**config.mk**
```make
export PLATFORM = sky130hd
export DESIGN_NAME = mem_port_arbiter
export DESIGN_NICKNAME = d
export VERILOG_FILES = /design/src/rtl/mem_port_arbiter.sv
export SDC_FILE = /design/constraint.sdc
export NUM_CORES = 1
export LEC_CHECK = 0
export CAP_MARGIN = 20
export CORE_MARGIN = 2
export CORE_UTILIZATION = 45
export DETAILED_ROUTE_END_ITERATION = 16
export PLACE_DENSITY = 0.86
export SETUP_SLACK_MARGIN = 0.1
export SYNTH_ARGS = -nofsm -noshare
export SYNTH_HDL_FRONTEND = slang
export SYNTH_SLANG_ARGS = --single-unit
```
**constraint.sdc**
```tcl
create_clock -name clk_i -period 3 [get_ports clk_i]
set_input_delay 0.9 -clock clk_i [delete_from_list [all_inputs] [get_ports clk_i]]
set_output_delay 0.9 -clock clk_i [all_outputs]
set_load 0.05 [all_outputs]
```
**src/rtl/mem_port_arbiter.sv**
```systemverilog
// Shares one single-ported memory between instruction-fetch (IF) and data (DM) ports.
// DM wins ties until it has taken STARVE_MAX grants in a row over a waiting IF.
module mem_port_arbiter #(
  parameter int ADDR_W     = 32,
  parameter int DATA_W     = 32,
  parameter int MEM_LAT    = 2,
  parameter int STARVE_MAX = 4
) (
  input  logic              clk_i,
  input  logic              rst_ni,
  input  logic              if_req_i,
  input  logic [ADDR_W-1:0] if_addr_i,
  output logic              if_ack_o,
  output logic [DATA_W-1:0] if_rdata_o,
  input  logic              dm_req_i,
  input  logic              dm_we_i,
  input  logic [ADDR_W-1:0] dm_addr_i,
  input  logic [DATA_W-1:0] dm_wdata_i,
  output logic              dm_ack_o,
  output logic [DATA_W-1:0] dm_rdata_o,
  output logic              mem_en_o,
  output logic              mem_we_o,
  output logic [ADDR_W-1:0] mem_addr_o,
  output logic [DATA_W-1:0] mem_wdata_o,
  input  logic [DATA_W-1:0] mem_rdata_i,
  output logic              busy_o,
  output logic              owner_o
);

  localparam int LAT_W = (MEM_LAT > 1) ? $clog2(MEM_LAT) : 1;
  localparam int SW    = $clog2(STARVE_MAX + 1);
  localparam logic [LAT_W-1:0] LAT_LAST   = LAT_W'(MEM_LAT - 1);
  localparam logic [SW-1:0]    STREAK_MAX = SW'(STARVE_MAX);

  typedef enum logic [1:0] {IDLE, ACCESS, RESP} state_e;

  state_e             state_q;
  logic [LAT_W-1:0]   lat_cnt_q;
  logic [SW-1:0]      streak_q;
  logic [SW-1:0]      streak_d;
  logic               owner_q;
  logic               we_q;
  logic [ADDR_W-1:0]  addr_q;
  logic [DATA_W-1:0]  wdata_q;
  logic [DATA_W-1:0]  if_rdata_q;
  logic [DATA_W-1:0]  dm_rdata_q;
  logic               if_ack_q;
  logic               dm_ack_q;
  logic               mem_en_q;
  logic               mem_we_q;
  logic               busy_q;
  logic               grant_dm;

  // IF only overtakes a pending DM once the DM streak has hit its ceiling.
  assign grant_dm = dm_req_i & (~if_req_i | (streak_q != STREAK_MAX));

  always_comb begin
    streak_d = '0;
    if (grant_dm && if_req_i) begin
      streak_d = (streak_q == STREAK_MAX) ? streak_q : streak_q + 1'b1;
    end
  end

  always_ff @(posedge clk_i or negedge rst_ni) begin
    if (!rst_ni) begin
      state_q    <= IDLE;
      lat_cnt_q  <= '0;
      streak_q   <= '0;
      owner_q    <= 1'b0;
      we_q       <= 1'b0;
      addr_q     <= '0;
      wdata_q    <= '0;
      if_rdata_q <= '0;
      dm_rdata_q <= '0;
      if_ack_q   <= 1'b0;
      dm_ack_q   <= 1'b0;
      mem_en_q   <= 1'b0;
      mem_we_q   <= 1'b0;
      busy_q     <= 1'b0;
    end else begin
      if_ack_q <= 1'b0;
      dm_ack_q <= 1'b0;
      case (state_q)
        IDLE: begin
          if (if_req_i || dm_req_i) begin
            state_q   <= ACCESS;
            lat_cnt_q <= '0;
            streak_q  <= streak_d;
            owner_q   <= grant_dm;
            we_q      <= grant_dm & dm_we_i;
            addr_q    <= grant_dm ? dm_addr_i : if_addr_i;
            if (grant_dm) wdata_q <= dm_wdata_i;
            mem_en_q  <= 1'b1;
            mem_we_q  <= grant_dm & dm_we_i;
            busy_q    <= 1'b1;
          end
        end
        ACCESS: begin
          if (lat_cnt_q == LAT_LAST) begin
            state_q  <= RESP;
            mem_en_q <= 1'b0;
            mem_we_q <= 1'b0;
            if (!we_q) begin
              if (owner_q) dm_rdata_q <= mem_rdata_i;
              else         if_rdata_q <= mem_rdata_i;
            end
            if (owner_q) dm_ack_q <= 1'b1;
            else         if_ack_q <= 1'b1;
          end else begin
            lat_cnt_q <= lat_cnt_q + 1'b1;
          end
        end
        RESP: begin
          state_q <= IDLE;
          busy_q  <= 1'b0;
        end
        default: state_q <= IDLE;
      endcase
    end
  end

  assign if_ack_o    = if_ack_q;
  assign dm_ack_o    = dm_ack_q;
  assign if_rdata_o  = if_rdata_q;
  assign dm_rdata_o  = dm_rdata_q;
  assign mem_en_o    = mem_en_q;
  assign mem_we_o    = mem_we_q;
  assign mem_addr_o  = addr_q;
  assign mem_wdata_o = wdata_q;
  assign busy_o      = busy_q;
  assign owner_o     = owner_q;

endmodule

```
# ---- Yosys cells after proc, flatten, opt, wreduce, memory -nomap -nowiden
# Cells that the tools add are included.
dict set report op_classes {
  reduce_logical 14
  n_addsub 2
  n_bitwise 6
  n_eq_ne 7
  n_mux 21
}
# cell count
set ops {}
lappend ops {{32-bit 2-to-1 mux} 1}
lappend ops {{1-bit 2-to-1 mux} 11}
lappend ops {{3-bit AND reduction} 3}
lappend ops {{1-bit one-hot mux with 2 select lines} 4}
lappend ops {{2-bit AND reduction} 4}
lappend ops {{4-bit AND reduction} 2}
lappend ops {{3-bit 2-to-1 mux} 2}
lappend ops {{2-bit inequality test (second input constant)} 3}
lappend ops {{2-bit 2-to-1 mux} 2}
lappend ops {{2-bit one-hot mux with 2 select lines} 1}
lappend ops {{2-bit nonzero test} 2}
lappend ops {{3-bit by 1-bit adder with 3-bit output (second input constant)} 1}
lappend ops {{3-bit equality test (second input constant)} 1}
lappend ops {{3-bit inequality test (second input constant)} 1}
lappend ops {{1-bit NOT} 3}
lappend ops {{1-bit bitwise AND} 2}
lappend ops {{2-bit by 1-bit equality test with 1-bit output (second input constant)} 1}
lappend ops {{2-bit equality test (second input constant)} 1}
lappend ops {{2-bit zero test} 1}
lappend ops {{1-bit adder (second input constant)} 1}
lappend ops {{1-bit logical AND} 1}
lappend ops {{1-bit logical OR} 1}
lappend ops {{1-bit OR} 1}
dict set report word_totals {
  reg_bits 141
  word_cells 64
  output_inout_bits 134
  in_bits 133
}

# ---- Logic depth before layout (Yosys ltp)
dict set report logic_depth {
  ltp_word 6
  mapped_depth 7
  ltp_nobuf 5
}

# ---- Worst setup path after synthesis
# Ideal clock, no wire load.
dict set report synth_timing {
  path_kind {input -> register}
  startpoint {input port dm_req_i}
  endpoint {register mem_we_q, in the netlist mem_we_o}
  arrival_ns 1.931
  required_ns 2.910
  setup_slack_ns 0.979
  n_path_buf 4
  path_stages 7
  setup_time_ns 0.090
  cell_sequence {buf_6 or2_1 buf_2 and2_4 buf_6 buf_6 o31ai_4}
}
dict set report synth_via {
  elab_chain_len 4
  elab_cells_between_ends 7
  classes_between {eq/ne (1); mux (2); bitwise (2); reduce/logical (2)}
}
# item line
set synth_rtl {}
lappend synth_rtl {{from (decl)} 15} ;# input logic dm_req_i,
lappend synth_rtl {{1-bit bitwise AND} 55} ;# assign grant_dm = dm_req_i & (~if_req_i | (streak_q != STREAK_MAX));
lappend synth_rtl {{1-bit bitwise AND} 94} ;# mem_we_q <= grant_dm & dm_we_i;
lappend synth_rtl {{1-bit 2-to-1 mux} 85} ;# if (if_req_i || dm_req_i) begin
lappend synth_rtl {{1-bit one-hot mux with 2 select lines} 83} ;# case (state_q)
lappend synth_rtl {{to (signal assigned)} 94}
lappend synth_rtl {{to (decl)} 50} ;# logic mem_we_q;
# Several ways; a longest one is shown, not always the timed one. The select of a mux whose other input is x is not followed.
# A chain may end at the register's enable or synchronous reset.

# ---- Worst setup path after layout
dict set report layout_timing {
  startpoint {register owner_q, in the netlist owner_o}
  endpoint {output port owner_o}
}
# item line
set layout_rtl {}
lappend layout_rtl {{from (decl)} 41} ;# logic owner_q;
lappend layout_rtl {{from (signal assigned)} 89} ;# owner_q <= grant_dm;
lappend layout_rtl {{to (decl)} 27} ;# output logic owner_o
# No word-level cell between the ends.

==> metrics.md <==
| Metric | Value |
|---|---|
| Skew-Pair Late Insertion Delay | `410 ps` |
| Clock edge transition at the registers on the reported setup and hold paths | `50 ps` |
| Number of cell instances on the worst register-to-register path | `4` |
| Setup repair after global routing missed its margin | `false` |
| Area grow syn2layout | `58.6%` |
| Summed negative setup slack over all endpoints | `0 ps` |
| Proportion of netlist area held by the largest area contributor | `59.8%` |
| Final ANT Viol Nets | `0` |
| Post-synthesis sequential area ratio | `59.8%` |
| Final Net Count | `837` |
| Path type of the worst min-delay path | `primary input to async pin` |
| Cell type with the largest total area after synthesis | `dfrtp_1` |
| Post-CTS setup buffer count | `0` |
| Final setup violation count | `0` |
| PwrDens | `1390 nW/µm²` |
| Worst ir drop on vdd | `0.000987 V` |
| Number of remaining DRC errors | `0` |
| Share of power burned in registers | `26.3%` |
| Proportion of register bits with asynchronous set or reset after synthesis | `100%` |
| Master cell of the clock root buffer | `clkbuf_16` |
| Relative slew slack | `38.6%` |
| Required time reported for the critical path endpoint | `2100 ps` |
| Worst path cell trace | `clkdlybuf4s50_1` |
| Combined area of the multi-input logic cells | `2050 µm²` |
| Max incr delay on CP | `890 ps` |
| Worst R2R Setup Slack | `640 ps` |
| Routed wire length | `16.4 mm` |
| Xor and xnor area share after synthesis | `0%` |
| Net count of the mapped netlist | `577` |
| End of the worst register-to-register path | `dm_rdata_o[3]` |
| Placement row count | `41` |
| Nature of the critical path endpoint | `primary output` |
| Mean instance size in the synthesized netlist | `13.4 µm²` |
| Fraction of the mapped netlist area in adder cells | `0.424%` |
| Ratio of cells with drive above 1 in the final layout | `8.68%` |
| EDFF count, synth | `0` |
| Portion of total power attributed to combinational logic | `56.1%` |
| Via count of the first global-routing pass | `4966` |
| Boundary Pins | `267` |
| Final worst path period need | `2680 ps` |
| Die Area | `14100 µm²` |
| Number of antenna violations at the first check in global routing | `0` |
| Most frequent cell after synthesis | `dfrtp_1` |
| Vias per cell | `5.30` |
| Storage cell area | `3530 µm²` |
| Switching portion of total power | `46.7%` |
| Post-CTS Resized | `0` |
| Cell with the largest stage delay on the worst path | `clkdlybuf4s50_1` |
| Number of library cell types mapped by synthesis | `30` |
| Max-cap violations | `0` |
| Final max-slew violation count | `0` |
| Gate Count Post-Synth | `442` |
| Weighted congestion reported at the end of routability-driven placement | `0.783` |
| LEAKAGE | `3.91 nW` |
| Total global routing overflow | `0` |
| Post-route fraction of the period consumed by the critical path | `89.3%` |
| Mux contribution to synthesized area | `18.3%` |
| Buffers and inverters on the worst path | `1` |
| First drt pass iteration count | `4` |
| Delay-heaviest family, CP | `buffers and inverters` |
| Category of the critical setup timing path | `flop to primary output` |
| Register bit total from synthesis | `141` |
| Average wire length per cell after detail routing | `18.5 µm` |
| Total via count after detailed routing | `4698` |
| Number of cells in the finished layout apart from fillers | `886` |
| Hold-fix buffers at CTS | `0` |
| Worst EP arrival | `1780 ps` |
| Port Buffer Count | `266` |
| Post-placement cell count | `855` |
| Place WS | `328 ps` |
| CTS H-Tree Depth | `4` |
| Crit. Startpoint | `owner_o` |
| Clock tree from TritonCTS | `built` |
| Biggest area contributors in the synthesized netlist | `dfrtp_1 (60%), mux2_1 (18%), o221ai_2 (3.6%)` |
| CP Max Fanout | `5` |
| Kind of start point of the critical path | `flop` |
| Run status | `complete, no violations` |
| Most used flip-flop cell after synthesis | `dfrtp_1` |
| Simple-gate portion of the synthesized area | `8.35%` |
| Die X | `119 µm` |
| Clock sink count | `141` |
| Int Pwr | `6.94 mW` |
| Starting utilization of the core area | `46.4%` |
| Compound-Gate Fraction of Synth Area | `7.48%` |
| Final Hold Viols | `0` |
| Combined global-route utilization of all metal layers | `23.7%` |
| Final setup skew | `5.70 ps` |
| CTS buffer count | `17` |
| Max frequency | `373 MHz` |
| Core Box Area | `12700 µm²` |
| Height of the die | `119 µm` |
| Startpoint of the worst-slack reg-to-reg timing path | `state_q[1]` |
| Combinational family with the most area after synthesis | `multiplexers` |
| Synth warnings | `0` |
| Worst path setup slack after routing | `322 ps` |
| DP Wirelength | `11.7 mm` |
| # diodes | `0` |
| Combined area of all synthesized cells | `5900 µm²` |
| Share of total power in the clock network | `17.6%` |
| Pin count of the biggest net entering global routing | `60` |
| Slew of the pin with the lowest slew margin | `920 ps` |
| Number of filler cells placed in the layout | `858` |
| List of most frequent post-synthesis cells | `dfrtp_1 (141), mux2_1 (96), inv_1 (39)` |
| 1st-iter DRT viols | `284` |
| Buffers from clock root to sink, at most | `2` |
| Wire length of the first global-routing pass | `26.1 mm` |
| Net switching power of the design | `6.09 mW` |
metrics by stage:
stage | cell area, µm² | hold WS (ps) | power [mW] | utilization [%]
after floorplan | 5900 | 457 | 8.21 | -
after global placement | 8710 | 467 | 10.6 | 68.5
after detailed placement | 8710 | 474 | 10.8 | 68.5
after CTS | 9360 | 466 | 13.1 | 73.6
after global routing | 9360 | 492 | 13.6 | 73.6
final | 9360 | 462 | 13.0 | 73.6
power groups by stage:
stage / logic (mW) / registers (mW) / clock network, mW
after global routing: 7.62 / 3.54 / 2.42
after CTS: 7.38 / 3.43 / 2.33
final: 7.32 / 3.43 / 2.29
after global placement: 7.21 / 3.37 / 0
after floorplan: 1.62 / 6.58 / 0
after detailed placement: 7.35 / 3.44 / 0
cell families (layout without fill, tap and decap cells):
group,after synthesis,in the layout
compound gates,42,42
fa+ha+maj,2,2
mux,96,96
buf+inv,75,347
simple gates,86,86
flops,141,141
worst max-delay path by stage:
stage	end	slack [ps]	cells after the start
floorplan	mem_we_o	980	7
global placement	mem_wdata_o[0]	410	5
detailed placement	mem_wdata_o[19]	330	5
CTS	owner_o	290	1
global route	owner_o	250	1
finish	owner_o	320	1
placed cells by master, fill, tap and decap left out, drive strengths merged:
cell	Yosys	routed
nand4	33	33
clkbuf	18	26
dfrtp	141	141
nor3	1	1
clkinv	0	1
ha	2	2
buf	17	11
o21ai	5	5
or2	1	1
nand2	7	7
nor2	3	3
o221ai	32	32
nand3b	1	1
inv	40	40
o2bb2ai	1	1
nand3	36	36
bufinv	0	4
clkdlybuf4s50	0	265
mux2	96	96
nor2b	2	2
o22ai	2	2
and2	2	2
o31ai	1	1
a31oi	1	1
flip-flops by register name, summed over array words and instances, names as in the netlist, 2 cells and up:
register and cells:
streak_q 3, if_rdata_o 32, mem_wdata_o 32, dm_rdata_o 32, state_q 2, mem_addr_o 32
area by class of cell:
class                           instances  area share, %
Clock inverter                          5           1.34
Sequential cell                       141           37.7
Inverter                               40           1.60
Tap cell                              172           2.30
Timing Repair Buffer                  276           29.5
Clock buffer                           26           5.65
Multi-Input combinational cell        226           21.9
layer usage:
metal	part of all wire [%]	track usage, %	up-vias
li1	-	-	2116
met3	7.2	7.19	35
met5	0	0	-
met1	39	27.4	2328
met2	51	40.2	219
met4	2.4	11.1	0
(Power assumes the default switching activity.)
